--- src/rtl/stream_pause_gate.sv ---
// Forward-path pause gate: registers beats toward the turnaround stage, drops whole packets of
// paused streams, and consumes PAUSE/RESUME instructions addressed to this gate's channel.
module stream_pause_gate #(
  parameter int DATA_WIDTH                  = 512,
  parameter int STREAM_ID_NUM               = 16,
  parameter int CHUNK_ID_NUM                = 32,
  parameter int CHANNEL_ID_NUM              = 1024,
  parameter int STATE_WIDTH                 = 32,
  parameter int INSTRUCTION_WIDTH           = 2,
  parameter int INSTRUCTION_PARAMETER_WIDTH = 16,
  parameter int INSTRUCTION_CMD_IDLE        = 0,
  parameter int INSTRUCTION_CMD_PAUSE       = 1,
  parameter int INSTRUCTION_CMD_RESUME      = 2,
  parameter int GATE_CHANNEL_ID             = 1023,
  parameter int DROP_COUNT_WIDTH            = 16,
  localparam int STREAM_ID_WIDTH            = $clog2(STREAM_ID_NUM),
  localparam int CHUNK_ID_WIDTH             = $clog2(CHUNK_ID_NUM),
  localparam int CHANNEL_ID_WIDTH           = $clog2(CHANNEL_ID_NUM)
) (
  input  logic                                   clk,
  input  logic                                   rstIn,
  input  logic [DATA_WIDTH-1:0]                  front_Data,
  input  logic [1:0]                             front_Type,
  input  logic                                   front_Last,
  input  logic [STREAM_ID_WIDTH-1:0]             front_StreamID,
  input  logic [CHUNK_ID_WIDTH-1:0]              front_ChunkID,
  input  logic [CHANNEL_ID_WIDTH-1:0]            front_ChannelID,
  input  logic [STATE_WIDTH-1:0]                 front_State,
  output logic [DATA_WIDTH-1:0]                  back_Data,
  output logic [1:0]                             back_Type,
  output logic                                   back_Last,
  output logic [STREAM_ID_WIDTH-1:0]             back_StreamID,
  output logic [CHUNK_ID_WIDTH-1:0]              back_ChunkID,
  output logic [CHANNEL_ID_WIDTH-1:0]            back_ChannelID,
  output logic [STATE_WIDTH-1:0]                 back_State,
  input  logic [INSTRUCTION_WIDTH-1:0]           back_InstructionType,
  input  logic [STREAM_ID_WIDTH-1:0]             back_InstructionStreamID,
  input  logic [CHANNEL_ID_WIDTH-1:0]            back_InstructionChannelID,
  input  logic [INSTRUCTION_PARAMETER_WIDTH-1:0] back_InstructionParameter,
  output logic [INSTRUCTION_WIDTH-1:0]           front_InstructionType,
  output logic [STREAM_ID_WIDTH-1:0]             front_InstructionStreamID,
  output logic [CHANNEL_ID_WIDTH-1:0]            front_InstructionChannelID,
  output logic [INSTRUCTION_PARAMETER_WIDTH-1:0] front_InstructionParameter,
  output logic [STREAM_ID_NUM-1:0]               pausedMask,
  output logic [DROP_COUNT_WIDTH-1:0]            dropCount
);

  localparam logic [INSTRUCTION_WIDTH-1:0] CMD_IDLE   = INSTRUCTION_WIDTH'(INSTRUCTION_CMD_IDLE);
  localparam logic [INSTRUCTION_WIDTH-1:0] CMD_PAUSE  = INSTRUCTION_WIDTH'(INSTRUCTION_CMD_PAUSE);
  localparam logic [INSTRUCTION_WIDTH-1:0] CMD_RESUME = INSTRUCTION_WIDTH'(INSTRUCTION_CMD_RESUME);
  localparam logic [CHANNEL_ID_WIDTH-1:0]  GATE_CH    = CHANNEL_ID_WIDTH'(GATE_CHANNEL_ID);

  typedef enum logic [1:0] {ST_IDLE, ST_PASS, ST_DROP} state_t;

  function automatic logic [DROP_COUNT_WIDTH-1:0] sat_inc(input logic [DROP_COUNT_WIDTH-1:0] v);
    return (&v) ? v : v + 1'b1;
  endfunction

  state_t                                 state_q, state_d;
  logic [DATA_WIDTH-1:0]                  data_q;
  logic [1:0]                             type_q;
  logic                                   last_q;
  logic [STREAM_ID_WIDTH-1:0]             sid_q;
  logic [CHUNK_ID_WIDTH-1:0]              cid_q;
  logic [CHANNEL_ID_WIDTH-1:0]            chid_q;
  logic [STATE_WIDTH-1:0]                 st_q;
  logic [INSTRUCTION_WIDTH-1:0]           ins_type_q;
  logic [STREAM_ID_WIDTH-1:0]             ins_sid_q;
  logic [CHANNEL_ID_WIDTH-1:0]            ins_chid_q;
  logic [INSTRUCTION_PARAMETER_WIDTH-1:0] ins_par_q;
  logic [STREAM_ID_NUM-1:0]               mask_q, mask_d;
  logic [DROP_COUNT_WIDTH-1:0]            cnt_q, cnt_d;
  logic                                   beat_vld, pass_beat, drop_done, ins_consume;

  // Packet decision: only the first beat of a packet looks at the (registered) pause mask.
  always_comb begin
    beat_vld  = (front_Type != 2'b00);
    state_d   = state_q;
    pass_beat = 1'b0;
    drop_done = 1'b0;
    case (state_q)
      ST_IDLE: begin
        if (beat_vld) begin
          if (!mask_q[front_StreamID]) begin
            pass_beat = 1'b1;
            if (!front_Last) state_d = ST_PASS;
          end else if (front_Last) begin
            drop_done = 1'b1;
          end else begin
            state_d = ST_DROP;
          end
        end
      end
      ST_PASS: begin
        if (beat_vld) begin
          pass_beat = 1'b1;
          if (front_Last) state_d = ST_IDLE;
        end
      end
      ST_DROP: begin
        if (beat_vld && front_Last) begin
          drop_done = 1'b1;
          state_d   = ST_IDLE;
        end
      end
      default: state_d = ST_IDLE;
    endcase
    cnt_d = drop_done ? sat_inc(cnt_q) : cnt_q;
  end

  always_comb begin
    ins_consume = ((back_InstructionType == CMD_PAUSE) || (back_InstructionType == CMD_RESUME)) &&
                  (back_InstructionChannelID == GATE_CH);
    mask_d = mask_q;
    if (ins_consume) mask_d[back_InstructionStreamID] = (back_InstructionType == CMD_PAUSE);
  end

  always_ff @(posedge clk) begin
    if (rstIn) begin
      state_q    <= ST_IDLE;
      data_q     <= '0;
      type_q     <= '0;
      last_q     <= 1'b0;
      sid_q      <= '0;
      cid_q      <= '0;
      chid_q     <= '0;
      st_q       <= '0;
      ins_type_q <= CMD_IDLE;
      ins_sid_q  <= '0;
      ins_chid_q <= '0;
      ins_par_q  <= '0;
      mask_q     <= '0;
      cnt_q      <= '0;
    end else begin
      state_q <= state_d;
      mask_q  <= mask_d;
      cnt_q   <= cnt_d;
      if (pass_beat) begin
        data_q <= front_Data;
        type_q <= front_Type;
        last_q <= front_Last;
        sid_q  <= front_StreamID;
        cid_q  <= front_ChunkID;
        chid_q <= front_ChannelID;
        st_q   <= front_State;
      end else begin
        type_q <= '0;
      end
      if (ins_consume) begin
        ins_type_q <= CMD_IDLE;
        ins_sid_q  <= '0;
        ins_chid_q <= '0;
        ins_par_q  <= '0;
      end else begin
        ins_type_q <= back_InstructionType;
        ins_sid_q  <= back_InstructionStreamID;
        ins_chid_q <= back_InstructionChannelID;
        ins_par_q  <= back_InstructionParameter;
      end
    end
  end

  assign back_Data                  = data_q;
  assign back_Type                  = type_q;
  assign back_Last                  = last_q;
  assign back_StreamID              = sid_q;
  assign back_ChunkID               = cid_q;
  assign back_ChannelID             = chid_q;
  assign back_State                 = st_q;
  assign front_InstructionType      = ins_type_q;
  assign front_InstructionStreamID  = ins_sid_q;
  assign front_InstructionChannelID = ins_chid_q;
  assign front_InstructionParameter = ins_par_q;
  assign pausedMask                 = mask_q;
  assign dropCount                  = cnt_q;

endmodule

--- config.mk ---
export PLATFORM = sky130hd
export DESIGN_NAME = stream_pause_gate
export DESIGN_NICKNAME = d
export VERILOG_FILES = /design/src/rtl/stream_pause_gate.sv
export SDC_FILE = /design/constraint.sdc
export NUM_CORES = 1
export LEC_CHECK = 0
export BUFFER_PORTS_ARGS = -buffer_cell sky130_fd_sc_hd__buf_2
export CAP_MARGIN = 20
export CORE_AREA = 4 4 473 475
export DETAILED_ROUTE_END_ITERATION = 8
export DIE_AREA = 0 0 477 479
export PLACE_DENSITY = 0.3
export SETUP_SLACK_MARGIN = 0.5
export SYNTH_ARGS = -nofsm -noshare
export SYNTH_HDL_FRONTEND = slang
export SYNTH_SLANG_ARGS = --single-unit
--- constraint.sdc ---
create_clock -name clk -period 3.25 [get_ports clk]
set_input_delay 0.8125 -clock clk [delete_from_list [all_inputs] [get_ports clk]]
set_output_delay 0.8125 -clock clk [all_outputs]
set_load 0.02 [all_outputs]
# After elaboration in Yosys (flattened, before gate mapping)
# Cells that the tools add are included.
# totals
reg_bits	632
in_bits	600
output_inout_bits	630
wordCells	63
# op_classes
add_sub_neg	1
order_cmp	3
eq_ne	10
mux	22
bitwise	2
reduce_logical	11
# ops
cell	n
$add 16x1->16 const B	1
$bwmux 16	1
$reduce_and 16->1	1
$mux 2	7
$eq 10x10->1 const B	1
$lt 4x5->1 const B	2
$ne 2x2->1 const B	5
$mux 1	9
$pmux 2 s3	1
$reduce_and 5->1	1
$bmux 1 s4	1
$demux 1 s4	1
$eq 2x1->1 const B	2
$eq 2x2->1 const B	2
$ge 4x1->1 const B	1
$pmux 1 s2	2
$reduce_or 2->1	2
$logic_and 1x1->1	3
$logic_not 2->1	1
$not 1->1	2
$reduce_and 2->1	1
$reduce_bool 2->1	1
$logic_or 1x1->1	1

# Depth between registers and ports, before layout
# Gate-level depths: netlist (run 1).
# logic_depth
depth_word	7
depth_mapped	11
mapped_depth_nobuf	8

# Least setup slack after synthesis (run 1)
# OpenSTA, ideal clock, no wires.
# synth_timing
path_type	input-to-reg
startpoint	input front_StreamID[2]
endpoint	register data_q[394], in the netlist back_Data[394]
setup_time_ns	0.132
arrival_time_ns	2.754
required_ns	3.118
setup_slack_ns	0.363
stages	11
n_path_buf	5
path_cell_list	buf_4 > mux2i_1 > and3_1 > o41a_1 > a221o_1 > buf_2 > buf_2 > buf_2 > buf_2 > nand2_1 > a21oi_1
# synth_via
elab_chain_cells	5
# synth_rtl
element	line_no	source
from (decl)	25	input logic [STREAM_ID_WIDTH-1:0] front_StreamID,
$bmux 1 s4	84	if (!mask_q[front_StreamID]) begin
$mux 1 (not written as such)	84	
$mux 1	84	
$mux 1	83	if (beat_vld) begin
$pmux 1 s2	81	case (state_q)
to (signal assigned)	139	data_q <= front_Data;
to (decl)	60	logic [DATA_WIDTH-1:0] data_q;
# No other way between the ends. The select of a mux whose other input is x is not followed.
# A chain may end at the register's enable or synchronous reset.

# Final worst setup path (run 1)
# layout_timing
startpoint	register mask_q[8], in the netlist pausedMask[8]
endpoint	register data_q[396], in the netlist back_Data[396]
# layout_via
elab_chain_cells	5
# layout_rtl
element	line_no	source
from (decl)	71	logic [STREAM_ID_NUM-1:0] mask_q, mask_d;
from (signal assigned)	136	mask_q <= mask_d;
$bmux 1 s4	84	
$mux 1 (not written as such)	84	
$mux 1	84	
$mux 1	83	
$pmux 1 s2	81	
# No other way between the ends. The select of a mux whose other input is x is not followed.

==> key figures, run 1 <==
Run status
  – Outcome: finished clean

Detailed routing
  – Starting DRT DRC Count: 1079
  – Routed len/inst: 22.2 µm
  – Via count: 24000
  – Post-Route WL: 154000 µm
  – Detail Route Antenna Nets: 0
  – Vias per inst: 3.46
  – Pre-Repair DR Iteration Count: 4
  – Drt drc: 0

Synthesis
  – Syn nets: 3344
  – Syn avg cell area: approximately 8 µm²
  – EDFF count, synth: 0
  – Sequential share of the synthesized area: 57.6%
  – Cell Area, Synth: between 20000 and 25000 µm²
  – Post-Synthesis Cells: 2742
  – #FFs+latches synth: approximately 630
  – Most used DFF post-synth: dfxtp_1
  – Yosys warns: 0
  – Unique masters post-synth: 38
  – Async SR Flop Fraction: 0%

Hold path
  – Worst hold path class: input port to flip-flop
  – Hold Startpoint: back_InstructionParameter[10]
  – Worst Hold Depth: 2

Placed design
  – HPWL Detailed: 127000 µm
  – Placed cells: approximately 6800
  – Area of placed instances: 32300 µm²
  – Pre-CTS WS: -32.5 ps
  – Placer Congestion: 0.830
  – I/O Buffers: 1229

Timing
  – Final setup vio count: 0
  – Final min period: between 2000 and 3000 ps
  – Fmax: 0.388 GHz
  – Rel. slew slack: roughly half
  – Worst Skew: roughly 24 ps
  – Final hold vios: 0
  – Min Hold Slack: 312 ps
  – Slew Limit Fails: 0
  – Worst setup margin: 675 ps
  – Tcrit/Tclk final: 79.2%
  – RSZ-0062 raised after global routing: false
  – Worst-Margin Slew: 764 ps

Power and ir drop
  – Net switching fraction of the power: 31.8%
  – Logic pwr share: 19.0%
  – Psw: 0.00729 W
  – Seq pwr share: 37.9%
  – Clk pwr share: 43.1%
  – Leak pwr: approximately 16 nW
  – Cell Pwr Density: 651 nW/µm²
  – P_int: 0.0157 W
  – Max VDD drop: 0.357 mV

Critical path
  – Reg2reg path depth: 10
  – Arrival @ worst endpoint: 3200 ps
  – Setup crit start: pausedMask[8]
  – Startpoint types: flip-flop
  – R2R setup slack: 680 ps
  – CP endpoint kind: flip-flop
  – Critical path peak fanout: 41
  – Setup CP Type: flip-flop to flip-flop
  – CP required: 3870 ps
  – RR Startpoint: pausedMask[8]

Die
  – Ports: 1230
  – Die X: 477 µm
  – Initial Utilization: 10.0%
  – Vert. Die Dim: 479 µm
  – Placeable Area: 219000 µm²
  – # rows: 172
  – Die ar.: around 230000 µm²

Clocking
  – Clock H-tree levels: 3
  – CTS buffer count: 88
  – CTS tree: yes
  – Hold buffers post-CTS: 0
  – Total clock sinks: 632
  – CTS Buffer Depth: 3
  – CTS root buf: clkbuf_16
  – Worst-skew pair later-pin latency: 710 ps
  – Reg clk slew, reported paths: 60 ps

Layout
  – Area growth syn-to-layout: 60.6%
  – Count of nets after finishing: 4596
  – Design Area, Final: 35300 µm²
  – Layout Cells excl Fill: ~6900
  – Share of cells above drive strength 1: a little under two fifths

GRT
  – Global-route wire length before repair: 208000 µm
  – Initial antenna violation count: 125
  – GRT overflow: 0
  – Largest net degree at the start of global routing: between 80 and 90
  – Global Route Usage Sum: around an eighth
  – Vias in the first global route: about 24000

Flow run
  – Max_cap viols: 0
==> path summary, 6_finish.rpt <==
| path | endpoint |
|---|---|
| setup / recovery | back_Data[396] |
| hold / removal | front_InstructionParameter[10] |
| setup reg to reg | back_Data[396] |
| hold reg to reg | back_Data[354] |
==> repair_timing <==
action / 4_1_cts / 5_1_grt
resized for setup: 0 / 5
hold endpoints to repair: 0 / 0
setup endpoints to repair: 0 / 102
buffers inserted: 0 / 0
==> layer usage <==
metal / GRT usage (%) / part of all wire (%)
met1: 14.9 / 40
met2: 21.1 / 46
met3: 6.93 / 12
met4: 2.66 / 1.6
met5: 0 / 0.37
==> cell type report <==
cell class                 count  area [µm²]
fill                       25400      184000
sequential                   632       12700
multi-input combinational   1903        8430
timing repair buffer        1366        7650
tap                         2871        3590
clock buffer                 123        2460
clock inverter                24         404
antenna                       21        52.6
inverter                       3        11.3
==> sequential cells by signal (all words and copies together), names as in the netlist <==
signal,count
front_InstructionType,2
front_InstructionStreamID,4
back_StreamID,4
front_InstructionParameter,16
state_q,2
pausedMask,16
back_ChannelID,10
front_InstructionChannelID,10
back_ChunkID,5
back_Data,512
back_Last,1
back_Type,2
back_State,32
dropCount,16
==> critical path: stages (launching register included) <==
cell and delay [ps]:
dfxtp_1 340, nor2b_1 140, a2111oi_1 60, buf_4 150, o41a_1 490, a221oi_4 400
buf_6 180, buf_12 180, buf_12 260, nand2_1 80, a21oi_1 150
==> kinds of logic after synthesis <==
group | after synthesis | synth area share [%]
fa+ha+maj | 2 | 0.114
flops | 632 | 57.6
compound gates | 601 | 13.9
mux | 25 | 1.16
buf+inv | 207 | 4.19
simple gates | 1275 | 23.0
==> power by group through the flow <==
stage	Clock (W)	Combinational (W)	Sequential, W
3_5_place_dp	0	0.00449	0.00888
2_1_floorplan	0	0.00138	0.00960
4_1_cts	0.0104	0.00450	0.00872
3_3_place_gp	0	0.00449	0.00887
5_1_grt	0.0106	0.00475	0.00879
6_report	0.00989	0.00436	0.00872
==> layout by cell type (no fill, tap or decap), types with 2 or more instances in the layout <==
cell,instances
a211oi_1,2
a21oi_1,575
and2_1,33
and3_1,8
and4_1,2
buf_12,33
buf_16,2
buf_2,1228
buf_4,100
buf_6,2
bufinv_16,7
clkbuf_1,23
clkbuf_16,89
clkbuf_8,11
clkinv_16,3
clkinv_2,10
dfxtp_1,632
diode_2,21
ha_1,2
inv_1,3
mux2_2,3
mux2i_1,22
nand2_1,1143
nand2b_1,5
nand3_1,10
nand4_1,7
nor2_1,26
nor2b_1,7
nor3_1,10
nor3b_1,7
o21ai_0,11
o31ai_1,3
or3_1,8
or4_1,6
==> cell usage after synthesis, types with 8 or more instances <==
cell type,instances,area (µm²)
buf_2,111,556
and3_1,8,50.1
a21oi_1,576,2880
dfxtp_1,632,12700
o21ai_0,11,55.1
or3_1,8,50.1
nor3_1,10,50.1
nor2_1,26,97.6
mux2i_1,22,220
clkbuf_1,90,338
and2_1,33,206
nand2_1,1143,4290
nand3_1,10,50.1
==> stage by stage <==
step	utilization (%)	setup TNS (ps)	power (W)
after global placement	14.7	0	0.0134
after floorplan	-	0	0.0110
final	16.1	0	0.0230
after global routing	16.1	0	0.0242
after detailed placement	14.7	-156	0.0134
after CTS	16.0	0	0.0236
Power figures use the tool's default switching activity.
==> run 2: changes to the inputs <==
clock period = 2.7 ns   (was 3.25 ns; I/O delays follow)
==> run 2 against run 1 <==
Against the previous run:
- via count grew 3.8%
- sequential share of layout area shrank 3.8 points
- largest power group unchanged
- final cell count is 1.7% higher
- critical endpoint is now back_Data[178]
- critical path depth down 1
- power rose by 26%
- first-iteration DRC count up 11%
- global-route usage about the same
- largest cell class unchanged
- cell area up 12%
- clock-buffer cell count is 2 higher
- clock power is 17% higher
- non-clock buffer count is 119 higher
- critical path type is now input port to flip-flop
==> key figures, run 2 (synthesis results as in run 1) <==
Layout
  – Most common cell after layout, fill and taps aside: buf_2
  – Multi-input gate area: 10300 µm² (+23%)
  – Most frequent cells in the layout: buf_2 (1214), nand2_1 (932), dfxtp_1 (618)
  – Count of nets after finishing: 4712 (+2.5%)
  – Share of cells above drive strength 1: 48.1% (+11 points)
  – Register Area: 12700 µm² (+0.14%)
  – Max reg flops: 512 (unchanged)
  – Fin util: 18.0% (+1.9 points)
  – Design Area, Final: 39500 µm² (+12%)
  – Area growth syn-to-layout: 79.8%
  – Fillers: 25000 (-1.6%)

Placed design
  – Placer Congestion: 0.894 (+7.7%)
  – I/O Buffers: 1229 (unchanged)
  – Area of placed instances: 32500 µm² (+0.50%)
  – HPWL Detailed: 126000 µm (-1.4%)

Die
  – # rows: 172 (unchanged)
  – Die X: 477 µm (unchanged)
  – Placeable Area: 219000 µm² (unchanged)
  – Ports: 1230 (unchanged)
  – Initial Utilization: 10.0% (unchanged)
  – Vert. Die Dim: 479 µm (unchanged)
  – Die ar.: 228000 µm² (unchanged)

Clocking
  – Reg clk slew, reported paths: 60 ps (about the same)
  – CTS Buffer Depth: 3 (unchanged)
  – CTS tree: yes
  – Clock H-tree levels: 3 (unchanged)
  – Total clock sinks: 632 (unchanged)
  – CTS root buf: clkbuf_16
  – Hold buffers post-CTS: 0 (unchanged)
  – Worst-skew pair later-pin latency: 700 ps (about the same)
  – CTS buffer count: 85 (-3.4%)

GRT
  – Global-route wire length before repair: 208000 µm (about the same)
  – Vias in the first global route: 24300 (+0.66%)
  – GRT overflow: 0 (unchanged)
  – Largest net degree at the start of global routing: 86 (-2.3%)
  – Global Route Usage Sum: 12.9% (-0.025 points)
  – Initial antenna violation count: 109 (-13%)

Hold path
  – Worst hold path class: input port to flip-flop
  – Worst Hold Depth: 2 (unchanged)

Power and ir drop
  – Max VDD drop: 0.396 mV (+11%)
  – Cell Pwr Density: 734 nW/µm² (+13%)
  – Leak pwr: 18.1 nW (+12%)

Timing
  – Fmax: 0.392 GHz
  – Final setup vio count: 0 (unchanged)
  – Slew Limit Fails: 0 (unchanged)
  – Worst Skew: 35.5 ps (+11.4 ps)
  – Worst-Margin Slew: 707 ps (-57.2 ps)
  – RSZ-0062 raised after global routing: true
  – Tcrit/Tclk final: 94.4%
  – Rel. slew slack: 52.9% (+4.0 points)
  – Final min period: around 2500 ps
  – Final hold vios: 0 (unchanged)

Detailed routing
  – Starting DRT DRC Count: 1197 (+11%)
  – Detail Route Antenna Nets: 0 (unchanged)
  – Pre-Repair DR Iteration Count: 5 (+1)
  – Routed len/inst: 22.7 µm (+2.2%)
  – Drt drc: 0 (unchanged)
  – Post-Route WL: 160000 µm (+3.9%)
  – Vias per inst: 3.54 (+2.1%)
  – Via count: 25000 (+3.8%)

Critical path
  – Critical path peak fanout: 34 (-17%)
  – Setup CP Type: input port to flip-flop
  – CP required: 3260 ps (-610 ps)
  – CP top delay family: compound AO/OA/AOI/OAI gates
  – Stages on the worst setup path: 9 (-1)
  – Critical path's slowest cell: a221o_4
  – CP Cell Sequence: buf_2 -> buf_4 -> and3_1 -> o41a_1 -> a221o_4 -> buf_16 -> buf_12 -> nand2_1 -> a21oi_1
  – Arrival @ worst endpoint: 3110 ps (-90 ps)
  – Startpoint types: input port
  – Reg2reg path depth: 8 (-2)
  – CP endpoint kind: flip-flop
  – CP bufs+invs: 4 (unchanged)
  – Max incr delay on CP: 550 ps (+60 ps)

Run status
  – Outcome: finished clean

Flow run
  – Max_cap viols: 0 (unchanged)
==> run 2: changes by cell type in the layout (fill, tap and decap cells not counted), moves of 21 or more <==
| cell | change |
|---|---|
| buf_16 | +27 |
| nand2_4 | +145 |
| a21oi_2 | +148 |
| a21oi_1 | -148 |
| nand2_1 | -211 |
| buf_6 | +29 |
| clkbuf_16 | +21 |
| buf_8 | +24 |
| nand2_2 | +66 |
==> run 2: worst paths after layout <==
path	end	from	slack, ps
worst min-delay path	front_InstructionParameter[13]	back_InstructionParameter[13]	180
worst max-delay path	back_Data[178]	front_StreamID[1]	150
worst max register to register	back_Data[178]	pausedMask[15]	160
worst min register to register	back_Data[506]	back_Data[506]	450
==> run 2: worst reg2reg max path, delay by kind of cell (launching register included) <==
kind,cells,cell delay [ps]
AO/OA/AOI/OAI,3,1140
buffers and inverters,2,540
flip-flops,1,340
AND/OR/NAND/NOR,2,320
multiplexers,1,70
==> run 2: per-layer routing <==
metal / part of all wire (%) / vias to the layer above / global-route usage, %
li1: - / 11700 / -
met5: 0.30 / - / 0
met1: 41 / 11800 / 15.2
met4: 2.4 / 84 / 3.28
met3: 11 / 307 / 5.90
met2: 46 / 1090 / 21.1
==> run 2: power by group <==
part	switching (W)	total, W	internal (W)
sequential	0.000442	0.0105	0.0101
combinational	0.00418	0.00686	0.00268
clock	0.00479	0.0116	0.00678
==> run 2: per-stage QoR <==
stage	setup WS [ps]	instances	hold WS, ps	setup TNS, ps	total power [W]
after global routing	75.7	7056	121	0	0.0303
after floorplan	167	2742	475	0	0.0133
after detailed placement	-609	6802	442	-274630	0.0161
final	151	7059	177	0	0.0290
after global placement	-604	6802	438	-258790	0.0161
after CTS	220	6990	58.2	0	0.0285
==> run 2: cell type report <==
type                            instances  share of cell area [%]
Sequential cell                       632                    32.1
Multi-Input combinational cell       1903                    26.2
Timing Repair Buffer                 1485                    25.4
Tap cell                             2871                    9.10
Clock buffer                          125                    6.20
Clock inverter                         27                   0.900
Antenna cell                           13                  0.0824
Inverter                                3                  0.0285
==> run 2: timing repair <==
action / 4_1_cts / 5_1_grt
gates resized for setup: 147 / 567
pin swaps: 34 / 199
endpoints found under the hold margin: 0 / 0
buffers inserted: 22 / 23
endpoints found under the setup margin: 596 / 581
gates cloned: 14 / 33
==> run 3: changes to the inputs <==
CORE_AREA = 4 4 482 484   (was 4 4 473 475)
DIE_AREA = 0 0 486 488   (was 0 0 477 479)
clock period = 2.2 ns   (was 2.7 ns; I/O delays follow)
==> run 3 against run 2 <==
Against the previous run:
- the run now ends with setup timing left
- sequential share of layout area down 1.2 points
- flip-flop and latch count unchanged
- clock-buffer cell count grew 4
- power grew 21%
- sequential power up 23%
- critical endpoint is now back_Data[187]
- clock power grew 25%
- highest routed layer unchanged
- critical path depth stayed put
- final cell count is 7.3% higher
- largest cell class is now non-clock buffers
==> key figures, run 3 (synthesis results as in run 1) <==
Run status
  – Outcome: complete, but fails checks
  – Failing checks: setup timing

Critical path
  – Setup CP Type: flip-flop to flip-flop
  – Startpoint types: flip-flop
  – CP required: 2740 ps (-520 ps)
  – Critical path's slowest cell: o41a_1
  – Arrival @ worst endpoint: 2960 ps (-150 ps)
  – Critical path peak fanout: 11 (-68%)
  – CP Cell Sequence: mux2_4 -> nor3b_2 -> o41a_1 -> a221o_4 -> buf_12 -> buf_16 -> clkbuf_16 -> nand2_1 -> a21oi_1
  – CP endpoint kind: flip-flop
  – Max incr delay on CP: 500 ps (-50 ps)

Layout
  – Most common cell after layout, fill and taps aside: buf_2
  – Fin util: 18.0% (about the same)
  – Max reg flops: 512 (unchanged)
  – Area growth syn-to-layout: 86.3%
  – Share of cells above drive strength 1: 37.0% (-11 points)
  – Count of nets after finishing: 5066 (+7.5%)
  – Fillers: 26000 (+4.2%)
  – Most frequent cells in the layout: buf_2 (1228), nand2_1 (1103), dfxtp_1 (626)
  – Layout Cells excl Fill: 7571 (+7.3%)

GRT
  – Largest net degree at the start of global routing: 106 (+23%)
  – GRT overflow: 0 (unchanged)
  – Vias in the first global route: 26400 (+8.4%)
  – Global-route wire length before repair: 215000 µm (+3.4%)
  – Initial antenna violation count: 87 (-20%)
  – Global Route Usage Sum: 12.9% (about the same)

Timing
  – Final hold vios: 0 (unchanged)
  – Rel. slew slack: 58.0% (+5.1 points)
  – Final min period: roughly 2400 ps
  – Slew Limit Fails: 0 (unchanged)
  – Tcrit/Tclk final: 110%
  – Worst setup margin: -223 ps (-375 ps)
  – Fmax: around 0.41 GHz
  – Worst Skew: 55.4 ps (+19.9 ps)
  – Worst-Margin Slew: 630 ps (-76.8 ps)
  – RSZ-0062 raised after global routing: true
  – Final setup vio count: 541 (+541)

Placed design
  – I/O Buffers: 1229 (unchanged)
  – Placed cells: 6965 (+2.4%)
  – HPWL Detailed: 131000 µm (+4.2%)
  – Placer Congestion: 0.861 (-3.7%)
  – Pre-CTS WS: -799 ps (-189 ps)

Detailed routing
  – Vias per inst: 3.39 (-4.0%)
  – Routed len/inst: 21.3 µm (-6.2%)
  – Via count: 25700 (+2.9%)
  – Detail Route Antenna Nets: 0 (unchanged)
  – Post-Route WL: 161000 µm (+0.57%)
  – Starting DRT DRC Count: 1037 (-13%)
  – Pre-Repair DR Iteration Count: 5 (unchanged)
  – Drt drc: 0 (unchanged)

Clocking
  – Clock H-tree levels: 3 (unchanged)
  – CTS Buffer Depth: 3 (unchanged)
  – Total clock sinks: 632 (unchanged)
  – CTS buffer count: 87 (+2.4%)
  – CTS root buf: clkbuf_16
  – Reg clk slew, reported paths: 60 ps (about the same)
  – CTS tree: yes
  – Worst-skew pair later-pin latency: 730 ps (+30 ps)

Die
  – # rows: 175 (+1.7%)
  – Placeable Area: 227000 µm² (+3.6%)
  – Initial Utilization: 9.66% (-0.35 points)
  – Vert. Die Dim: 488 µm (+1.9%)
  – Die ar.: 237000 µm² (+3.8%)
  – Die X: 486 µm (+1.9%)
  – Ports: 1230 (unchanged)

Hold path
  – Worst hold path class: input port to flip-flop

Power and ir drop
  – Max VDD drop: 0.523 mV (+32%)
  – Cell Pwr Density: 859 nW/µm² (+17%)
  – Pwr Total: 0.0352 W (+21%)
  – Leak pwr: 18.5 nW (+2.1%)

Flow run
  – Max_cap viols: 0 (unchanged)
==> run 3: repair_timing <==
action	4_1_cts	5_1_grt
resized for setup	60	107
pin swaps	25	24
setup endpoints to repair	1215	1220
gates cloned	5	12
setup buffers	7	12
endpoints found under the hold margin	383	0
hold buffers	383	0
==> run 3: per-stage QoR <==
stage / cell area, µm² / hold WS [ps] / setup TNS (ps)
floorplan: 22200 / 475 / -106690
global placement: 32800 / 438 / -421980
detailed placement: 32800 / 443 / -421630
CTS: 40000 / 0.0737 / -68290
global route: 40900 / 43.4 / -111340
finish: 40900 / 102 / -53740
==> run 3: worst paths after layout <==
path,from,end,slack [ps],cells after the start
setup / recovery,pausedMask[10],back_Data[187],-220,9
hold / removal,front_Data[201],back_Data[201],100,3
setup reg to reg,pausedMask[10],back_Data[187],-220,9
hold reg to reg,back_Data[66],back_Data[66],450,2
==> run 3: routing by layer <==
metal | GRT usage, % | share of wire, % | vias to the layer above
li1 | - | - | 12400
met3 | 6.44 | 11 | 253
met4 | 6.17 | 4.6 | 66
met1 | 14.4 | 39 | 11900
met2 | 20.4 | 45 | 1026
met5 | 0.122 | 0.28 | -
==> run 3: worst max-delay path: cells and delay by family (launching register included) <==
| family | cells | cell delay [ps] |
|---|---|---|
| AOI/OAI and AO/OA | 3 | 1020 |
| buffers and inverters | 3 | 550 |
| DFF | 1 | 320 |
| muxes | 1 | 140 |
| and+or+nand+nor | 2 | 130 |
==> run 3: report_power, final <==
part / total [W] / internal, W / switching [W]
Combinational: 0.00780 / 0.00306 / 0.00474
Clock: 0.0145 / 0.00833 / 0.00616
Sequential: 0.0129 / 0.0124 / 0.000481
Total: 0.0352 / 0.0238 / 0.0114
==> run 3: final cells by class <==
cell class / instances / area (µm²) / area share [%]
diodes: 31 / 77.6 / 0.190
clock buffers: 129 / 2510 / 6.15
clock inverters: 27 / 364 / 0.890
inverters: 3 / 11.3 / 0.0275
multi-input cells: 1903 / 8740 / 21.4
flip-flops and latches: 632 / 12700 / 30.9
well taps: 3009 / 3760 / 9.20
repair buffers: 1837 / 12800 / 31.2
